$ cat src/rtl/mem_access_unit.sv
// Load/store initiator for the big-endian data RAM: accepts one CPU request at a
// time, rejects illegal accesses before they reach the RAM, and returns extended load data.
module mem_access_unit #(
    parameter int RAM_BYTES   = 4096,
    parameter int CHECK_ALIGN = 1
) (
    input  logic        CLK,
    input  logic        reset,
    input  logic        req_valid,
    output logic        req_ready,
    input  logic        req_store,
    input  logic [1:0]  req_size,
    input  logic        req_unsigned,
    input  logic [31:0] req_addr,
    input  logic [31:0] req_wdata,
    output logic        resp_valid,
    input  logic        resp_ready,
    output logic [31:0] resp_rdata,
    output logic        resp_fault,
    output logic [31:0] mem_addr,
    output logic [31:0] mem_write_data,
    output logic        mem_memwrite,
    output logic [1:0]  mem_storeops,
    input  logic [31:0] mem_read_data
);

    typedef enum logic [1:0] {
        IDLE   = 2'd0,
        ACCESS = 2'd1,
        RESP   = 2'd2
    } state_t;

    state_t      state;
    state_t      state_nxt;
    logic        store_q;
    logic [1:0]  size_q;
    logic        uns_q;
    logic        accept;
    logic        req_fault;
    logic [31:0] load_data;

    // Illegal size, misalignment, or any byte beyond the end of the RAM. The end
    // address is computed in 33 bits so addresses near 2^32 cannot wrap into range.
    function automatic logic access_fault(input logic [31:0] addr, input logic [1:0] size);
        logic [32:0] nbytes;
        logic [32:0] end_addr;
        logic        bad;
        nbytes   = 33'd1 << size;
        end_addr = {1'b0, addr} + nbytes;
        bad      = (size == 2'd3) || (end_addr > 33'(RAM_BYTES));
        if (CHECK_ALIGN != 0) begin
            if (size == 2'd1 && addr[0])
                bad = 1'b1;
            if (size == 2'd2 && addr[1:0] != 2'b00)
                bad = 1'b1;
        end
        return bad;
    endfunction

    // The addressed byte is always the most significant lane of the read word.
    function automatic logic [31:0] extend_load(input logic [31:0] rd, input logic [1:0] size,
                                                input logic uns);
        logic signed [7:0]  byte_s;
        logic signed [15:0] half_s;
        logic signed [31:0] word_s;
        logic [31:0]        result;
        byte_s = rd[31:24];
        half_s = rd[31:16];
        word_s = '0;
        case (size)
            2'd0: begin
                word_s = byte_s;
                result = uns ? {24'd0, rd[31:24]} : word_s;
            end
            2'd1: begin
                word_s = half_s;
                result = uns ? {16'd0, rd[31:16]} : word_s;
            end
            default: result = rd;
        endcase
        return result;
    endfunction

    assign accept    = req_valid && (state == IDLE);
    assign req_fault = access_fault(req_addr, req_size);
    assign load_data = extend_load(mem_read_data, size_q, uns_q);

    always_ff @(posedge CLK) begin
        if (reset)
            state <= IDLE;
        else
            state <= state_nxt;
    end

    always_comb begin
        state_nxt    = state;
        req_ready    = 1'b0;
        resp_valid   = 1'b0;
        mem_memwrite = 1'b0;
        case (state)
            IDLE: begin
                req_ready = 1'b1;
                if (req_valid)
                    state_nxt = req_fault ? RESP : ACCESS;
            end
            ACCESS: begin
                mem_memwrite = store_q;
                state_nxt    = RESP;
            end
            RESP: begin
                resp_valid = 1'b1;
                if (resp_ready)
                    state_nxt = IDLE;
            end
            default: state_nxt = IDLE;
        endcase
    end

    // Request capture at acceptance, response capture during the single RAM cycle
    always_ff @(posedge CLK) begin
        if (reset) begin
            store_q        <= 1'b0;
            size_q         <= 2'd0;
            uns_q          <= 1'b0;
            mem_addr       <= '0;
            mem_write_data <= '0;
            mem_storeops   <= 2'd0;
            resp_rdata     <= '0;
            resp_fault     <= 1'b0;
        end else begin
            if (accept) begin
                store_q        <= req_store;
                size_q         <= req_size;
                uns_q          <= req_unsigned;
                mem_addr       <= req_addr;
                mem_write_data <= req_wdata;
                mem_storeops   <= req_size;
                resp_rdata     <= '0;
                resp_fault     <= req_fault;
            end
            if (state == ACCESS) begin
                resp_rdata <= store_q ? 32'd0 : load_data;
                resp_fault <= 1'b0;
            end
        end
    end

endmodule

$ cat config.mk
export PLATFORM = sky130hd
export DESIGN_NAME = mem_access_unit
export DESIGN_NICKNAME = d
export VERILOG_FILES = /design/src/rtl/mem_access_unit.sv
export SDC_FILE = /design/constraint.sdc
export NUM_CORES = 1
export LEC_CHECK = 0
export BUFFER_PORTS_ARGS = -buffer_cell sky130_fd_sc_hd__buf_2
export CORE_ASPECT_RATIO = 0.6
export CORE_MARGIN = 10
export CORE_UTILIZATION = 51
export DETAILED_ROUTE_END_ITERATION = 6
export PLACE_DENSITY = 0.91
export RECOVER_POWER = 25
export SLEW_MARGIN = 20
export SYNTH_ARGS = -nofsm -noshare
export SYNTH_HDL_FRONTEND = slang
export SYNTH_SLANG_ARGS = --single-unit
$ cat constraint.sdc
create_clock -name CLK -period 6.95 [get_ports CLK]
set_clock_uncertainty 0.05 [all_clocks]
set_input_delay 0.3475 -clock CLK [delete_from_list [all_inputs] [get_ports CLK]]
set_output_delay 0.3475 -clock CLK [all_outputs]
set_load 0.05 [all_outputs]
# After elaboration in Yosys (flattened, before gate mapping)

Index checks and enable logic that the tools add are counted.

Bits in registers: 103
Bits of input ports: 104
Output and inout bits: 102

Add/subtract/negate cells: 1
Order comparisons: 1
Equal/unequal tests: 8
Shift-type cells: 1
Multiplexer cells: 15
Reductions and logical operators: 10

Operator list:

| cell                                                                              | number |
|---|---|
| 32-bit 2-to-1 mux                                                                 | 5 |
| 32-bit case mux with 2 select lines                                               | 1 |
| 32-bit by 33-bit adder with 33-bit output                                         | 1 |
| 33-bit by 13-bit greater-than comparator with 1-bit output, second input constant | 1 |
| 1-bit by 2-bit left shift with 33-bit output, first input constant                | 1 |
| 2-bit by 1-bit == test with 1-bit output, second input constant                   | 3 |
| 2-bit == test, second input constant                                              | 3 |
| 2-bit 2-to-1 mux                                                                  | 3 |
| 2-bit case mux with 3 select lines                                                | 1 |
| 1-bit 2-to-1 mux                                                                  | 5 |
| 2-bit logical NOT                                                                 | 2 |
| 2-bit inequality test, second input constant                                      | 2 |
| 2-bit nonzero test                                                                | 2 |
| 1-bit logical AND                                                                 | 3 |
| 2-bit AND reduction                                                               | 1 |
| 2-bit OR reduction                                                                | 1 |
| 1-bit logical OR                                                                  | 1 |

# Logic depth before layout (Yosys ltp)

Gate-level depths: netlist of run 1.

Depth in word-level cells: 9
Mapped depth: 13

# Worst setup path before layout of run 1

OpenSTA, ideal clock, no wires.

Path kind: input to register
Start point: in req_size[1]
End point: reg state[1]
Library setup time: 0.120 ns
Arrival time: 2.801 ns
Setup slack: 3.980 ns
Stages on the path: 13
Buffers on the path: 1
Cell sequence: nor2_1 ha_1 inv_1 fa_1 nand3b_1 a211oi_2 and2_0 buf_2 nand4_1 a2111oi_1 and4_1 nand3_2 a211o_1

Word-level cells in the longest chain between the ends: 9

Ends and longest elaborated chain:

| what                                                       | line | source |
|---|---|---|
| start, declared                                            | 12   | `input logic [1:0] req_size,` |
| 1-bit by 2-bit left shift with 33-bit output               | 48   | `nbytes = 33'd1 << size;` |
| 32-bit by 33-bit adder with 33-bit output                  | 49   | `end_addr = {1'b0, addr} + nbytes;` |
| 33-bit by 13-bit greater-than comparator with 1-bit output | 50   | `bad = (size == 2'd3) \|\| (end_addr > 33'(RAM_BYTES));` |
| 1-bit logical OR                                           | 50   |  |
| 1-bit 2-to-1 mux                                           | 52   | `if (size == 2'd1 && addr[0])` |
| 1-bit 2-to-1 mux (*)                                       | 54   | `if (size == 2'd2 && addr[1:0] != 2'b00)` |
| 2-bit 2-to-1 mux (*)                                       | 104  | `state_nxt = req_fault ? RESP : ACCESS;` |
| 2-bit 2-to-1 mux (*)                                       | 103  | `if (req_valid)` |
| 2-bit case mux with 3 select lines (*)                     | 100  | `case (state)` |
| end signal, assigned                                       | 92   | `state <= state_nxt;` |
| end, declared                                              | 33   | `state_t state;` |

Every way passes the cells marked *; elsewhere a longest branch is shown, timed or not. The select of a mux whose other input is x is not followed.
A chain may end at the register's enable or synchronous reset.

# Worst setup path in the final report of run 1

Same ends and word-level chain as after synthesis.

==> results of run 1 <==
[worst register-to-register path, stage by stage (launching register included)]
cell and delay (ns):
dfxtp_1 0.43, or3b_2 0.51, nor2_1 0.60, o21ai_0 0.39, a21oi_1 0.22
[layout by cell type, fill, tap and decap left out, drive strengths merged, types with 2 or more instances in the layout]
cell type    n
and3         6
a22oi        8
nor3b        4
and4         3
mux2i       10
a31o         2
inv         10
nor4         4
nor2        27
o31ai        2
a21oi      105
and2         5
nand3b       2
nand3       10
nand4       11
a31oi        5
ha           4
xnor2        9
clkbuf      61
a211o        6
and3b        3
buf        159
o21ai       34
nor2b        3
a211oi       5
xor2         2
or3b         2
or2          2
dfxtp      103
nand2      177
nor3         5
[cells by family after synthesis]
logic type	Yosys count	share of synthesized area
XOR/XNOR	11	0.02016
adder cells (fa/ha/maj)	5	0.01466
AO/OA/AOI/OAI	176	0.2082
multiplexers	10	0.02095
buffers and inverters	50	0.04896
AND/OR/NAND/NOR	267	0.2556
flip-flops	103	0.4315
[sequential cells by signal, summed over array words and instances (netlist names)]
name and flops:
size_q 2, uns_q 1, mem_write_data 32, state 2, mem_addr 32, resp_rdata 32
store_q 1, resp_fault 1
[layer usage]
metal / global-route usage / wire length (µm) / vias up
li1: - / - / 2497
met1: 0.2693 / 6733 / 2291
met2: 0.3105 / 6642 / 244
met3: 0.09308 / 1913 / 17
met4: 0.05838 / 234 / 0
met5: 0 / 0 / -
[report_power, final]
| group | total (mW) | switching, mW | internal, mW |
|---|---|---|---|
| Combinational | 0.275 | 0.200 | 0.0747 |
| Sequential | 0.632 | 0.0165 | 0.615 |
| Clock | 0.493 | 0.215 | 0.278 |
[layout make-up]
cell class | count | area (µm²) | area share
Clock inverter | 4 | 55.05 | 0.009129
Tap cell | 130 | 162.7 | 0.02697
Clock buffer | 10 | 229.0 | 0.03797
Multi-Input combinational cell | 469 | 2490 | 0.4129
Timing Repair Buffer | 210 | 1002 | 0.1662
Inverter | 8 | 30.03 | 0.004979
Sequential cell | 103 | 2062 | 0.3419
[final timing paths]
kind / start / to / depth (start not counted)
setup / recovery: req_size[1] / state[1]$_SDFFE_PP0P_ / 13
hold / removal: req_wdata[7] / mem_write_data[7]$_SDFFE_PP0P_ / 3
setup reg to reg: state[0]$_SDFFE_PP0P_ / resp_rdata[19]$_SDFFE_PP0P_ / 4
hold reg to reg: resp_rdata[25]$_SDFFE_PP0P_ / resp_rdata[25]$_SDFFE_PP0P_ / 2
==> reports/results.txt, run 1 <==
Area Overhead vs Synth -> 26.21%
H-tree levels -> 3
width of the die -> 145.0 µm
Setup crit start kind -> primary input
worst hold slack -> 0.1914 ns
ant diodes -> 0
fin area -> 6031 µm²
final critical-path setup slack -> 3.749 ns
Hold Crit Class -> in2reg
# hold bufs at CTS -> 0
R2R setup slack -> 4.68 ns
period utilization -> 0.4606
register bit total from synthesis -> 103
synthesized instance count -> 622
largest net degree at the start of global routing -> 63
cell family with most CP delay -> simple AND/OR/NAND/NOR gates
Yosys warning total -> 0
routed wire length -> 15520 µm
PD cells -> 232.2 nW/µm²
most frequent cell after synthesis -> nand2_1
slowest CP cell -> fa_1
PortBufs -> 205
ANT nets after route -> 0
CTS resizes -> 0
Clock Latency Late Sink -> 0.33 ns
gr ovfl total -> 0
post-CTS setup buffers -> 0
# placed instances -> 920
all-layer global routing usage -> 0.2088
critical path's largest stage delay -> 0.44 ns
total power -> 1.400 mW
via count -> 5049
Setup WS pre-CTS -> 3.470 ns
syn_area_per_cell -> 7.682 µm²
Core Footprint -> 9155 µm²
Total Nets Final -> 910
CTS clk-pin slew, worst paths -> 0.07 ns
Period minus WS final -> 3.201 ns
Peak VDD IR -> 0.1758 mV
Fmax achieved -> 312.4 MHz
Site Rows -> 27
Slew headroom -> 0.4417
Core Util, Final -> 0.6587
WL per Instance -> 16.62 µm
share of the synthesized area in the top cell type -> 0.4315
initial DRC count -> 339
outcome -> completed
Non-Filler Instances -> 934
Filler cells -> 813
clk root buf -> clkbuf_16
clock buffer depth -> 2
crit path DAT -> 3.38 ns
CP endpoint kind -> register
sequential area share after synthesis -> 0.4315
DRC viols -> 0
Mapped Area -> 4778 µm²
largest area contributor in the netlist -> dfxtp_1
global-route wire length before repair -> 23810 µm
Leak -> 2.500 nW
unrepaired setup endpoints after global routing -> no
Main synth FF type -> dfxtp_1
CP Max Fanout -> 6
initial antenna violation count -> 0
fraction of layout cells with a size suffix above 1 -> 0.2425
Critical Path RT -> 7.12 ns
Placed Area -> 5811 µm²
Vias per Instance -> 5.406
Ports -> 206
Final setup viols -> 0
Final Max Tran Viols -> 0
max capacitance violation total -> 0
worst slew pin tran -> 0.8363 ns
post-synth cell types -> 58
Synth async-reset ratio -> 0
critical path, cell by cell -> buf_2, nor2_1, ha_1, inv_1, fa_1, nand3b_1, a211oi_2, and2_0, nand4_1, a2111oi_1, and4_1, nand3_2, a211o_1
routability cong. -> 0.9127
Clock Sinks -> 103
Num CTS Buffers -> 9
First-pass DRT Iterations -> 5
synth cell count leaders -> 177 x nand2_1, 105 x a21oi_1, 103 x dfxtp_1
CP bufs+invs -> 2
synth top area cells -> dfxtp_1 43%, nand2_1 14%, a21oi_1 11%
EDFF count, synth -> 0
initial core utilization -> 0.5219
Final Hold Viols -> 0
TNS Setup -> 0 ns
die height -> 94.98 µm
number of global-route vias before repair -> 4629
Crit Path Category -> in2reg
syn_nets -> 731
Detailed Place HPWL -> 11830 µm
Die ar. -> 13770 µm²
TritonCTS clock tree -> yes
Note: power is estimated with default switching activity, not from simulation.
==> run 2: changes to the inputs <==
--- a/config.mk
+++ b/config.mk
@@ -8,9 +8,9 @@
 export BUFFER_PORTS_ARGS = -buffer_cell sky130_fd_sc_hd__buf_2
 export CORE_ASPECT_RATIO = 0.6
 export CORE_MARGIN = 10
-export CORE_UTILIZATION = 51
+export CORE_UTILIZATION = 43
 export DETAILED_ROUTE_END_ITERATION = 6
-export PLACE_DENSITY = 0.91
+export PLACE_DENSITY = 0.82
 export RECOVER_POWER = 25
 export SLEW_MARGIN = 20
 export SYNTH_ARGS = -nofsm -noshare
==> constraint.sdc (replaced) <==
create_clock -name CLK -period 2.8 [get_ports CLK]
set_clock_uncertainty 0.05 [all_clocks]
set_input_delay 0.14 -clock CLK [delete_from_list [all_inputs] [get_ports CLK]]
set_output_delay 0.14 -clock CLK [all_outputs]
set_load 0.05 [all_outputs]
==> reports/results.txt, run 2 (same netlist as run 1, synthesis figures left out) <==
Ports -> 206
ANT nets after route -> 0
WL per Instance -> 17.15 µm
PD cells -> 535.8 nW/µm²
width of the die -> 156.1 µm
Final Hold Viols -> 0
period utilization -> 0.9515
CP endpoint kind -> register
Num CTS Buffers -> 9
Placed Area -> 5969 µm²
Slew headroom -> 0.5545
CTS clk-pin slew, worst paths -> 0.07 ns
Hold Crit Class -> in2reg
Die ar. -> 15870 µm²
initial core utilization -> 0.4464
Final Max Tran Viols -> 0
H-tree levels -> 3
Setup crit start kind -> primary input
initial antenna violation count -> 0
clock buffer depth -> 2
TritonCTS clock tree -> yes
largest net degree at the start of global routing -> 61
worst slew pin tran -> 0.6712 ns
Final setup viols -> 0
highest-count cells in the layout ignoring fill and taps -> 176 x nand2_1, 153 x buf_2, 104 x a21oi_1
Clock Latency Late Sink -> 0.33 ns
via count -> 5260
Crit Path Category -> in2reg
commonest non-fill, non-tap cell in the layout -> nand2_1
routability cong. -> 0.8984
die height -> 101.7 µm
R2R setup slack -> 0.93 ns
number of global-route vias before repair -> 4994
Fmax achieved -> 375.4 MHz
Total Nets Final -> 962
ant diodes -> 0
Core Footprint -> 10700 µm²
gr ovfl total -> 0
Leak -> 2.726 nW
Clock Sinks -> 103
crit path DAT -> 2.84 ns
all-layer global routing usage -> 0.2006
First-pass DRT Iterations -> 5
CP Max Fanout -> 6
Vias per Instance -> 5.276
Period minus WS final -> 2.664 ns
global-route wire length before repair -> 26120 µm
initial DRC count -> 320
worst hold slack -> 0.02086 ns
fraction of layout cells with a size suffix above 1 -> 0.2529
Peak VDD IR -> 0.3372 mV
unrepaired setup endpoints after global routing -> no
Critical Path RT -> 2.97 ns
top flop regs -> mem_addr (32), mem_write_data (32), resp_rdata (32)
outcome -> completed
clk root buf -> clkbuf_16
fin area -> 6530 µm²
Site Rows -> 29
DRC viols -> 0
routed wire length -> 17100 µm
Detailed Place HPWL -> 12260 µm
Area Overhead vs Synth -> 36.66%
max capacitance violation total -> 0
PortBufs -> 205
post-CTS setup buffers -> 0
[run 2: cell count changes in the layout (fill, tap and decap cells not counted), sizes merged]
| cell | change |
|---|---|
| clkbuf | +1 |
| clkinvlp | +2 |
| dlygate4sd3 | +34 |
| buf | +18 |
| bufinv | -1 |
[run 2: metrics by stage]
stage	setup slack [ns]	util	power [mW]	instances	TNS [ns]
final	0.1359	0.6101	3.499	997	0
after global routing	0.01663	0.6101	3.648	997	0
after CTS	0.05581	0.6152	3.532	997	0
after detailed placement	-0.3076	0.5577	2.313	947	-0.6725
after global placement	-0.2063	0.5577	2.305	947	-0.3489
after floorplan	0.03708	-	2.064	622	0
[run 2: final timing paths]
kind,from,endpoint,cells after the start
worst min-delay path,req_addr[9],mem_addr[9]$_SDFFE_PP0P_,3
worst max-delay path,req_size[1],state[1]$_SDFFE_PP0P_,13
worst min register to register,mem_addr[2]$_SDFFE_PP0P_,mem_addr[2]$_SDFFE_PP0P_,2
worst max register to register,state[1]$_SDFFE_PP0P_,mem_write_data[1]$_SDFFE_PP0P_,5
[run 2: final cells by class]
type | count | area, µm²
fill | 990 | 4174
multi-input combinational | 469 | 2499
sequential | 103 | 2062
timing repair buffer | 262 | 1490
clock buffer | 11 | 232.7
tap | 139 | 173.9
clock inverter | 5 | 42.54
inverter | 8 | 30.03
[run 2: report_power, final]
group | internal [mW] | switching (mW) | total [mW]
Combinational | 0.236 | 0.524 | 0.760
Clock | 0.614 | 0.562 | 1.18
Sequential | 1.53 | 0.0352 | 1.56
[run 2: critical path: stages]
cell       delay [ns]
buf_2            0.14
nor2_1           0.11
ha_1             0.18
inv_1            0.06
fa_2             0.37
nand3b_1         0.21
a211oi_2         0.28
and2_4           0.20
nand4_1          0.08
a2111oi_1        0.43
and4_1           0.29
nand3_2          0.07
a211o_1          0.27
[run 2: routing by layer]
layer / GRT usage / part of all wire / vias to the layer above
met4: 0.04621 / 0.018 / 0
li1: - / - / 2594
met5: 0 / 0 / -
met1: 0.2521 / 0.43 / 2383
met3: 0.09522 / 0.12 / 26
met2: 0.3064 / 0.43 / 257
[run 2: timing repair]
action                                  in CTS  in global routing
endpoints found under the setup margin       0                  3
endpoints found under the hold margin       34                  0
hold buffers                                34                  0
resized for setup                            0                  4
==> run 3: changes to the inputs <==
--- a/config.mk
+++ b/config.mk
@@ -12,6 +12,7 @@
 export DETAILED_ROUTE_END_ITERATION = 6
 export PLACE_DENSITY = 0.82
 export RECOVER_POWER = 25
+export REMOVE_ABC_BUFFERS = 1
 export SLEW_MARGIN = 20
 export SYNTH_ARGS = -nofsm -noshare
 export SYNTH_HDL_FRONTEND = slang
==> reports/results.txt, run 3 (same netlist as run 1, synthesis figures left out) <==
outcome -> completed
global-route wire length before repair -> 26460 µm
worst slew pin tran -> 0.7344 ns
routability cong. -> 0.9027
crit path DAT -> 2.86 ns
Ports -> 206
ant diodes -> 0
PD cells -> 540.2 nW/µm²
H-tree levels -> 3
Site Rows -> 29
Core Footprint -> 10700 µm²
clock power share -> 0.346
CTS clk-pin slew, worst paths -> 0.07 ns
clk root buf -> clkbuf_16
fraction of layout cells with a size suffix above 1 -> 0.2532
Fmax achieved -> 373.9 MHz
PortBufs -> 205
Setup crit start kind -> primary input
commonest non-fill, non-tap cell in the layout -> nand2_1
die height -> 101.7 µm
initial antenna violation count -> 0
via count -> 5268
Period minus WS final -> 2.675 ns
Vias per Instance -> 5.289
WL met3 -> 1400 µm
max capacitance violation total -> 0
all-layer global routing usage -> 0.2024
Max Used Layer -> met4
# placed instances -> 944
First-pass DRT Iterations -> 6
Total Nets Final -> 961
gr ovfl total -> 0
Critical Path RT -> 2.99 ns
Final Hold Viols -> 0
ANT nets after route -> 0
clock buffer depth -> 2
DRC viols -> 0
metal1 wirelength -> 7213 µm
initial core utilization -> 0.4464
Net Sw Frac -> 0.3215
Hold Crit Class -> in2reg
Crit Path Category -> in2reg
Detailed Place HPWL -> 12150 µm
Leak -> 2.750 nW
total power -> 3.544 mW
Clock Latency Late Sink -> 0.34 ns
register share of total power -> 0.441
Num CTS Buffers -> 9
Final setup viols -> 0
width of the die -> 156.1 µm
period utilization -> 0.9552
worst hold slack -> 0.02675 ns
Slew headroom -> 0.5081
top flop regs -> mem_addr (32), mem_write_data (32), resp_rdata (32)
CP Max Fanout -> 5
routed wire length -> 16860 µm
CP endpoint kind -> register
unrepaired setup endpoints after global routing -> no
highest-count cells in the layout ignoring fill and taps -> 176 x nand2_1, 153 x buf_2, 104 x a21oi_1
Clock Sinks -> 103
Non-Filler Instances -> 996
initial DRC count -> 404
Peak VDD IR -> 0.3237 mV
Area Overhead vs Synth -> 37.29%
largest net degree at the start of global routing -> 50
WL per Instance -> 16.93 µm
WL met2 -> 7915 µm
combinational share of power -> 0.213
TritonCTS clock tree -> yes
fin area -> 6560 µm²
Final Max Tran Viols -> 0
Placed Area -> 5959 µm²
number of global-route vias before repair -> 5046
Int Power -> 2.405 mW
Net Switching -> 1.139 mW
Die ar. -> 15870 µm²
run 3: changes by cell type in the layout (fill, tap and decap cells not counted), sizes merged:
| cell | before | now |
|---|---|---|
| buf | 177 | 174 |
| clkinv | 0 | 3 |
| clkinvlp | 3 | 0 |
| dlygate4sd3 | 34 | 36 |
| clkbuf | 62 | 61 |
| inv | 10 | 11 |
run 3: area by class of cell:
cell class | count | area [µm²]
clock buffer | 10 | 239.0
clock inverter | 6 | 51.30
fill | 1007 | 4144
inverter | 8 | 30.03
multi-input combinational | 469 | 2504
sequential | 103 | 2062
tap | 139 | 173.9
timing repair buffer | 261 | 1500
run 3: final timing paths:
kind              cells past startpoint                   startpoint  slack [ns]                     endpoint
setup / recovery                     13                  req_size[1]        0.13        state[1]$_SDFFE_PP0P_
hold / removal                        3                 req_addr[19]        0.03    mem_addr[19]$_SDFFE_PP0P_
setup reg to reg                      5       size_q[1]$_SDFFE_PP0P_        0.98   resp_rdata[9]$_SDFFE_PP0P_
hold reg to reg                       2  resp_rdata[22]$_SDFFE_PP0P_        0.40  resp_rdata[22]$_SDFFE_PP0P_
run 3: metrics by stage:
step / setup TNS [ns] / setup WS, ns / utilization
after floorplan: -0.1361 / -0.1361 / -
after global placement: -0.6076 / -0.2951 / 0.5568
after detailed placement: -0.7993 / -0.3580 / 0.5568
after CTS: 0 / 0.04405 / 0.6157
after global routing: 0 / 0.01665 / 0.6129
final: 0 / 0.1253 / 0.6129
run 3: routing by layer:
metal	vias up	GRT usage
li1	2605	-
met1	2433	0.2550
met2	201	0.3237
met3	29	0.06729
met4	0	0.06209
met5	-	0
run 3: power by group through the flow:
stage | registers (mW) | logic (mW) | clock network, mW
3_5_place_dp | 1.59 | 0.714 | 0
3_3_place_gp | 1.59 | 0.711 | 0
5_1_grt | 1.57 | 0.816 | 1.32
2_1_floorplan | 1.81 | 0.217 | 0
6_report | 1.56 | 0.754 | 1.23
4_1_cts | 1.56 | 0.752 | 1.26
run 3: what timing repair did:
item	4_1_cts	5_1_grt
gates resized for setup	1	4
pin swaps	1	1
setup endpoints to repair	1	3
hold buffers	34	2
setup buffers	0	0
hold endpoints to repair	34	2
cloned	0	0
run 3: worst max-delay path: stages:
cell and delay, ns:
buf_2 0.12, nor2_1 0.11, ha_1 0.17, inv_1 0.07
fa_2 0.38, nand3b_1 0.21, a211oi_2 0.28, and2_4 0.21
nand4_1 0.10, a2111oi_2 0.42, and4_1 0.30, nand3_2 0.09
a211o_1 0.26
